$ cat src/rtl/fifo_pkg.sv
// Shared FIFO package: default geometry and Gray/binary pointer conversions.
// Used by both the read-side and write-side controllers.
//   FIFO_DATA_WIDTH / FIFO_ADDR_WIDTH : default word width / RAM address width
//   bin2gray / gray2bin                : width-agnostic conversions; callers
//                                        zero-extend into 32 bits and truncate
//                                        the result back to their pointer width
package fifo_pkg;

  localparam int FIFO_DATA_WIDTH = 8;
  localparam int FIFO_ADDR_WIDTH = 4;

  // Leading zeros of a zero-extended operand stay zero in both directions,
  // so one 32-bit implementation serves any pointer width up to 32.
  function automatic logic [31:0] bin2gray(input logic [31:0] b);
    return b ^ (b >> 1);
  endfunction

  function automatic logic [31:0] gray2bin(input logic [31:0] g);
    logic [31:0] b;
    b[31] = g[31];
    for (int i = 30; i >= 0; i--) b[i] = b[i+1] ^ g[i];
    return b;
  endfunction

endpackage

$ cat src/rtl/fifo_out_buf.sv
// Two-entry in-order valid/ready output buffer.
//   clk, rst         : clock, synchronous active-high reset
//   push, data_in    : write a word (caller guarantees never when full)
//   pop              : head word consumed this cycle
//   occ              : entries held, 0..2
//   dout, dout_valid : head entry and its valid flag
module fifo_out_buf
  import fifo_pkg::*;
#(
  parameter int DATA_WIDTH = FIFO_DATA_WIDTH
) (
  input  logic                  clk,
  input  logic                  rst,
  input  logic                  push,
  input  logic [DATA_WIDTH-1:0] data_in,
  input  logic                  pop,
  output logic [1:0]            occ,
  output logic [DATA_WIDTH-1:0] dout,
  output logic                  dout_valid
);

  logic [DATA_WIDTH-1:0] ent0_q, ent0_d, ent1_q, ent1_d;
  logic [1:0]            occ_q, occ_d;

  always_comb begin
    ent0_d = ent0_q;
    ent1_d = ent1_q;
    occ_d  = occ_q;
    case ({push, pop})
      2'b10: begin
        if (occ_q == 2'd0) ent0_d = data_in;
        else               ent1_d = data_in;
        occ_d = occ_q + 2'd1;
      end
      2'b01: begin
        ent0_d = ent1_q;
        occ_d  = occ_q - 2'd1;
      end
      2'b11: begin
        // pop implies occ >= 1; the new word lands behind whatever remains
        if (occ_q == 2'd2) begin
          ent0_d = ent1_q;
          ent1_d = data_in;
        end else begin
          ent0_d = data_in;
        end
      end
      default: ;
    endcase
  end

  always_ff @(posedge clk) begin
    if (rst) begin
      ent0_q <= '0;
      ent1_q <= '0;
      occ_q  <= 2'd0;
    end else begin
      ent0_q <= ent0_d;
      ent1_q <= ent1_d;
      occ_q  <= occ_d;
    end
  end

  assign occ        = occ_q;
  assign dout       = ent0_q;
  assign dout_valid = (occ_q != 2'd0);

endmodule

$ cat src/rtl/fifo_rd_ctrl.sv
// Read-side FIFO controller: owns the read pointer, detects empty against the
// synchronized write pointer, fetches RAM words and hands them to the consumer
// through a 2-entry valid/ready buffer at up to one word per cycle.
//   r_clk, r_rst       : read clock, synchronous active-high reset
//   rq2_wptr           : Gray write pointer already synchronized to r_clk
//   raddr, rdata       : RAM read port (rdata = MEM[raddr] one edge later)
//   rptr               : registered Gray read pointer for the write domain
//   rempty             : registered, RAM holds no unread words
//   rcount             : words still in RAM (not in flight, not buffered)
//   dout, dout_valid,
//   dout_ready         : consumer handshake
module fifo_rd_ctrl
  import fifo_pkg::*;
#(
  parameter int DATA_WIDTH = FIFO_DATA_WIDTH,
  parameter int ADDR_WIDTH = FIFO_ADDR_WIDTH
) (
  input  logic                  r_clk,
  input  logic                  r_rst,
  input  logic [ADDR_WIDTH:0]   rq2_wptr,
  output logic [ADDR_WIDTH-1:0] raddr,
  input  logic [DATA_WIDTH-1:0] rdata,
  output logic [ADDR_WIDTH:0]   rptr,
  output logic                  rempty,
  output logic [ADDR_WIDTH:0]   rcount,
  output logic [DATA_WIDTH-1:0] dout,
  output logic                  dout_valid,
  input  logic                  dout_ready
);

  localparam int PW = ADDR_WIDTH + 1;

  logic [PW-1:0] rbin_q, rbin_d, rptr_q, rptr_d;
  logic          rempty_q, rempty_d, inflight_q, inflight_d;
  logic [1:0]    occ;
  logic          pop, fire;

  always_comb begin
    pop        = dout_valid && dout_ready;
    // occ + inflight - pop < 2, with pop moved across so nothing goes negative.
    // This bound also keeps occ <= 1 whenever a word lands, so the buffer
    // can never be pushed while full.
    fire       = !rempty_q &&
                 (({1'b0, occ} + {2'b0, inflight_q}) < (3'd2 + {2'b0, pop}));
    rbin_d     = rbin_q + PW'(fire);
    rptr_d     = PW'(bin2gray(32'(rbin_d)));
    rempty_d   = (rptr_d == rq2_wptr);
    inflight_d = fire;
  end

  always_ff @(posedge r_clk) begin
    if (r_rst) begin
      rbin_q     <= '0;
      rptr_q     <= '0;
      rempty_q   <= 1'b1;
      inflight_q <= 1'b0;
    end else begin
      rbin_q     <= rbin_d;
      rptr_q     <= rptr_d;
      rempty_q   <= rempty_d;
      inflight_q <= inflight_d;
    end
  end

  // The word fetched last cycle is on rdata now; it is captured at this edge.
  fifo_out_buf #(.DATA_WIDTH(DATA_WIDTH)) u_buf (
    .clk        (r_clk),
    .rst        (r_rst),
    .push       (inflight_q),
    .data_in    (rdata),
    .pop        (pop),
    .occ        (occ),
    .dout       (dout),
    .dout_valid (dout_valid)
  );

  assign raddr  = rbin_q[ADDR_WIDTH-1:0];
  assign rptr   = rptr_q;
  assign rempty = rempty_q;
  // Modulo-2^PW difference handles lap wrap of both pointers.
  assign rcount = PW'(gray2bin(32'(rq2_wptr))) - rbin_q;

endmodule

$ cat config.mk
export PLATFORM = sky130hd
export DESIGN_NAME = fifo_rd_ctrl
export DESIGN_NICKNAME = d
export VERILOG_FILES = /design/src/rtl/fifo_pkg.sv /design/src/rtl/fifo_out_buf.sv /design/src/rtl/fifo_rd_ctrl.sv
export SDC_FILE = /design/constraint.sdc
export NUM_CORES = 1
export LEC_CHECK = 0
export ABC_AREA = 0
export ABC_CLOCK_PERIOD_IN_PS = 8430
export CORE_UTILIZATION = 40
export DETAILED_ROUTE_END_ITERATION = 6
export GPL_ROUTABILITY_DRIVEN = 1
export HOLD_SLACK_MARGIN = 0.06
export PLACE_DENSITY = 0.65
export SLEW_MARGIN = 5
export SYNTH_ARGS = -nofsm -noshare
export SYNTH_HDL_FRONTEND = slang
export SYNTH_SLANG_ARGS = --single-unit
$ cat constraint.sdc
create_clock -name r_clk -period 8.43 [get_ports r_clk]
set_input_delay 1.2645 -clock r_clk [delete_from_list [all_inputs] [get_ports r_clk]]
set_output_delay 1.2645 -clock r_clk [all_outputs]
set_load 0.02 [all_outputs]
After elaboration in Yosys (flattened, before gate mapping)
Cells that the tools add are included.
- flip-flop bits (word level): 30
- output and inout port bits: 24
- logic and storage cells: 44
- add/subtract/negate cells: 6
- order comparisons: 1
- eq/ne operators: 8
- muxes and demuxes: 7
- bitwise gates (word level): 5
- reductions and logical operators: 10
- operators by type and width (kind ; count):
    8-bit two-way mux ; 4
    8-bit case mux with 3 select lines ; 1
    8-bit case mux with 2 select lines ; 1
    2-bit == test, second input constant ; 3
    2-bit nonzero test ; 3
    5-bit by 1-bit adder with 5-bit output ; 1
    5-bit == test ; 1
    5-bit subtractor ; 1
    5-bit by 4-bit bitwise XOR with 5-bit output ; 1
    2-bit by 1-bit inequality test with 1-bit output, second input constant ; 2
    2-bit case mux with 2 select lines ; 1
    1-bit bitwise XOR ; 4
    2-bit by 1-bit adder with 3-bit output ; 1
    2-bit by 1-bit adder with 3-bit output, first input constant ; 1
    3-bit less-than comparator ; 1
    3-bit AND reduction ; 1
    3-bit nonzero test ; 1
    2-bit by 1-bit adder with 2-bit output, second input constant ; 1
    2-bit by 1-bit == test with 1-bit output, second input constant ; 1
    1-bit logical AND ; 2
    2-bit zero test ; 1
    2-bit inequality test, second input constant ; 1
    2-bit AND reduction ; 1
    2-bit by 1-bit subtractor with 2-bit output, second input constant ; 1
    1-bit zero test ; 1

Depth between registers and ports, before layout
- depth after elaboration: 8
- gate-level depth with buffers: 11
- gate-level depth less buffers: 11

Hierarchy
Synthesis repeated with hierarchy kept, for this count alone.
- cells, all modules: 196
- area total of the unflattened synthesis: 1826.8 µm²
- by module, submodules not included (module ; times used ; cells each ; area an instance (µm²) ; sequential area each (µm²)):
    fifo_out_buf ; 1 ; 108 ; 993.5 ; 360.3
    fifo_rd_ctrl ; 1 ; 88 ; 833.3 ; 220.2

Worst setup path before layout
OpenSTA, ideal clock, no wires.
- path kind: input -> output
- from: input rq2_wptr[4]
- to: output rcount[4]
- arrival: 3.324 ns
- required time: 7.166 ns
- setup slack: 3.842 ns
- cell stages on the path: 10
- cell sequence: xor2_1 -> xor2_1 -> xor2_1 -> xnor2_1 -> ha_1 -> inv_1 -> fa_1 -> a21o_1 -> a21oi_1 -> xnor2_1
- longest elaborated chain between the ends: 5
- RTL lines (what ; line ; text):
    start: declaration ; fifo_rd_ctrl.sv:20 ; input logic [ADDR_WIDTH:0] rq2_wptr,
    1-bit bitwise XOR (4 in series) ; fifo_pkg.sv:21 ; for (int i = 30; i >= 0; i--) b[i] = b[i+1] ^ g[i];
    5-bit subtractor (*) ; fifo_rd_ctrl.sv:81 ; assign rcount = PW'(gray2bin(32'(rq2_wptr))) - rbin_q;
    end: declaration ; fifo_rd_ctrl.sv:25 ; output logic [ADDR_WIDTH:0] rcount,
Mark *: on every way between the ends. The rest lies on a longest branch, timed or not.

Worst setup path in the final report
Same ends and word-level chain as after synthesis.

==> metrics.md <==
| Metric | Value |
|---|---|
| Routed Antenna Nets | 0 |
| Max H-tree Level | 2 |
| F_max | 171 MHz |
| Worst-path clk slew | 60 ps |
| Worst skew pair latency | 270 ps |
| IO Pins | 40 |
| Hold Slack | 449 ps |
| Fin crit share | 69.5% |
| Setup ws final | 2570 ps |
| Max cap viols | 0 |
| TritonCTS clock tree | built |
| CP arrival | 4600 ps |
| I/O Buffers | 39 |
| Yosys reg bits | 29 |
| Grt ovf | 0 |
| Endpoints failing hold | 0 |
| Synth-to-Final Area Change | 35.1% |
| HPWL Detailed | 2330 um |
| Hold-fix buffers, CTS | 0 |
| Post-route cell area | 0.00202 mm^2 |
| CTS Buf Count | 5 |
| Largest net degree at the start of global routing | 30 |
| Setup CP Type | input pin to output port |
| CP required | 7170 ps |
| Dominant synthesized flop cell | dfxtp_1 |
| GR Util All Layers | 16.6% |
| Drt drc | 0 |
| Clock root cell | clkbuf_8 |
| Setup TNS | 0 ps |
| Detailed Route WL | 3040 um |
| Post-synth cell types | 31 |
| Total clock sinks | 29 |
| Unrepaired setup endpoints after global routing | no |
| Chip Width | 63.1 um |
| Peak VDD IR | 0.000123 V |
| Initial Util | 43.1% |
| Core area | 0.00347 mm^2 |
| Crit end category | output port |
| Slew Limit Fails | 0 |
| Drt first pass iters | 4 |
| Worst-margin pin slew | 1010 ps |
| RePlAce Congestion | 0.703 |
| Final Non-Filler Cells | 247 |
| WL/cell | 12.3 um |
| Vias per cell | 4.89 |
| Mapped Avg Cell Area | 9.34 um^2 |
| Clock Path Buffers | 2 |
| Ant diodes | 0 |
| Crit path time final | 5860 ps |
| Power Density | 294 mW/mm^2 |
| Synth Cell Area | 0.00150 mm^2 |
| Status | finished clean |
| Core Rows | 21 |
| Post-cts gate resize count | 0 |
| Die area | 0.00399 mm^2 |
| Initial antenna violation count | 0 |
| Post-CTS Repair Setup Buffers | 0 |
| CP max FO | 4 |
| First-pass GRT wire length | 5150 um |
| Layout Nets | 228 |
| Async S/R FF share, synth | 0% |
| Final setup fails | 0 |
| Post-synthesis cell count | 160 |
| DR iter-0 viols | 40 |
| Share of cells above drive strength 1 | 6.47% |
| Via Count | 1209 |
| Final Skew | 2.20 ps |
| Placed instance count | 239 |
| Placed cell area | 0.00192 mm^2 |
| Vias in the first global route | 1177 |
| Die Y | 63.1 um |
| EDFF count, synth | 0 |
| Slew HR | 32.8% |
| Worst Hold Class | register to register |
| Worst Setup Start Kind | input pin |
| Synth Net Count | 188 |
| Pre-CTS setup slack | 2550 ps |
| LEAKAGE | 0.000786 uW |
| Post-synthesis sequential area ratio | 38.8% |
| Synth warn | 0 |
==> registers in the layout (all words and copies together) (netlist names) <==
signal / cells
inflight_q: 1
u_buf.occ: 2
u_buf.dout: 8
rptr: 4
rbin_q: 5
u_buf.ent1_q: 8
rempty: 1
==> cells by family (layout without fill, tap and decap cells) <==
kind of cell	Yosys count	in the layout	share of synthesized area, %
simple gates	43	43	13.1
compound gates	29	29	14.5
flops	29	29	38.8
xor+xnor	23	23	13.5
buf+inv	16	57	4.18
fa+ha+maj	12	12	10.5
mux	8	8	5.36
==> worst max-delay path: stages <==
cell and delay [ps]:
clkdlybuf4s50_1 540, xor2_1 230, xor2_1 260, xor2_1 340
xnor2_1 180, ha_1 180, inv_1 60, fa_1 400
a21o_1 190, a21oi_1 180, xnor2_1 150, clkdlybuf4s50_1 620
==> synthesized netlist by cell type, types with 2 or more instances <==
cell type | instances | area [um^2]
ha_1 | 11 | 138
xor2_1 | 9 | 78.8
nand3_1 | 2 | 10.0
dfxtp_1 | 29 | 581
nand2_1 | 3 | 11.3
xnor2_1 | 14 | 123
mux2i_1 | 8 | 80.1
buf_2 | 2 | 10.0
clkbuf_1 | 3 | 11.3
nor2_1 | 27 | 101
a21oi_1 | 4 | 20.0
a21o_1 | 2 | 15.0
nor3_1 | 2 | 10.0
a211oi_1 | 8 | 60.1
inv_1 | 10 | 37.5
a22oi_1 | 9 | 67.6
nor2b_1 | 3 | 18.8
==> cell usage in the layout, fill, tap and decap left out, drive strengths merged <==
cell,count
a211oi,9
a21o,2
a21oi,4
a22oi,9
and2b,1
and3,1
clkbuf,7
clkdlybuf4s50,39
clkinv,1
dfxtp,29
fa,1
ha,11
inv,10
mux2i,8
nand2,3
nand3,2
nor2,28
nor2b,3
nor3,2
nor4,1
o21a,1
o21ai,3
o31ai,1
or2,1
or3,1
xnor2,14
xor2,9
==> power by group <==
part	switching (uW)	internal [uW]	total, uW
clock network	48.7	73.6	122
logic	146	132	279
registers	23.9	169	193
total	219	375	594
==> stage by stage <==
step                      power (uW)  utilization [%]
after floorplan                  373                -
after detailed placement         476             55.3
after global placement           467             55.3
after global routing             637             58.2
after CTS                        600             58.2
final                            594             58.2
==> worst paths after layout <==
kind                 from         end  slack [ps]  cells past startpoint
max           rq2_wptr[4]   rcount[4]        2570                     12
min reg2reg        rempty  inflight_q         450                      1
min                rempty  inflight_q         450                      1
max reg2reg  u_buf.occ[0]      rempty        5600                     11
==> layer usage <==
layer  GRT usage (%)  wire [um]  share of wire (%)
met5               0          0                  0
met4            4.94         38                1.3
met3            6.34        130                4.3
met2            27.4       1460                 48
met1            19.7       1410                 46
==> layout make-up <==
class,instances,area (um^2)
fillers,330,1450
multi-input cells,115,852
flip-flops and latches,29,581
repair buffers,39,390
clock buffers,7,96.3
well taps,46,57.6
inverters,10,37.5
clock inverters,1,5.00
(Power assumes the default switching activity.)
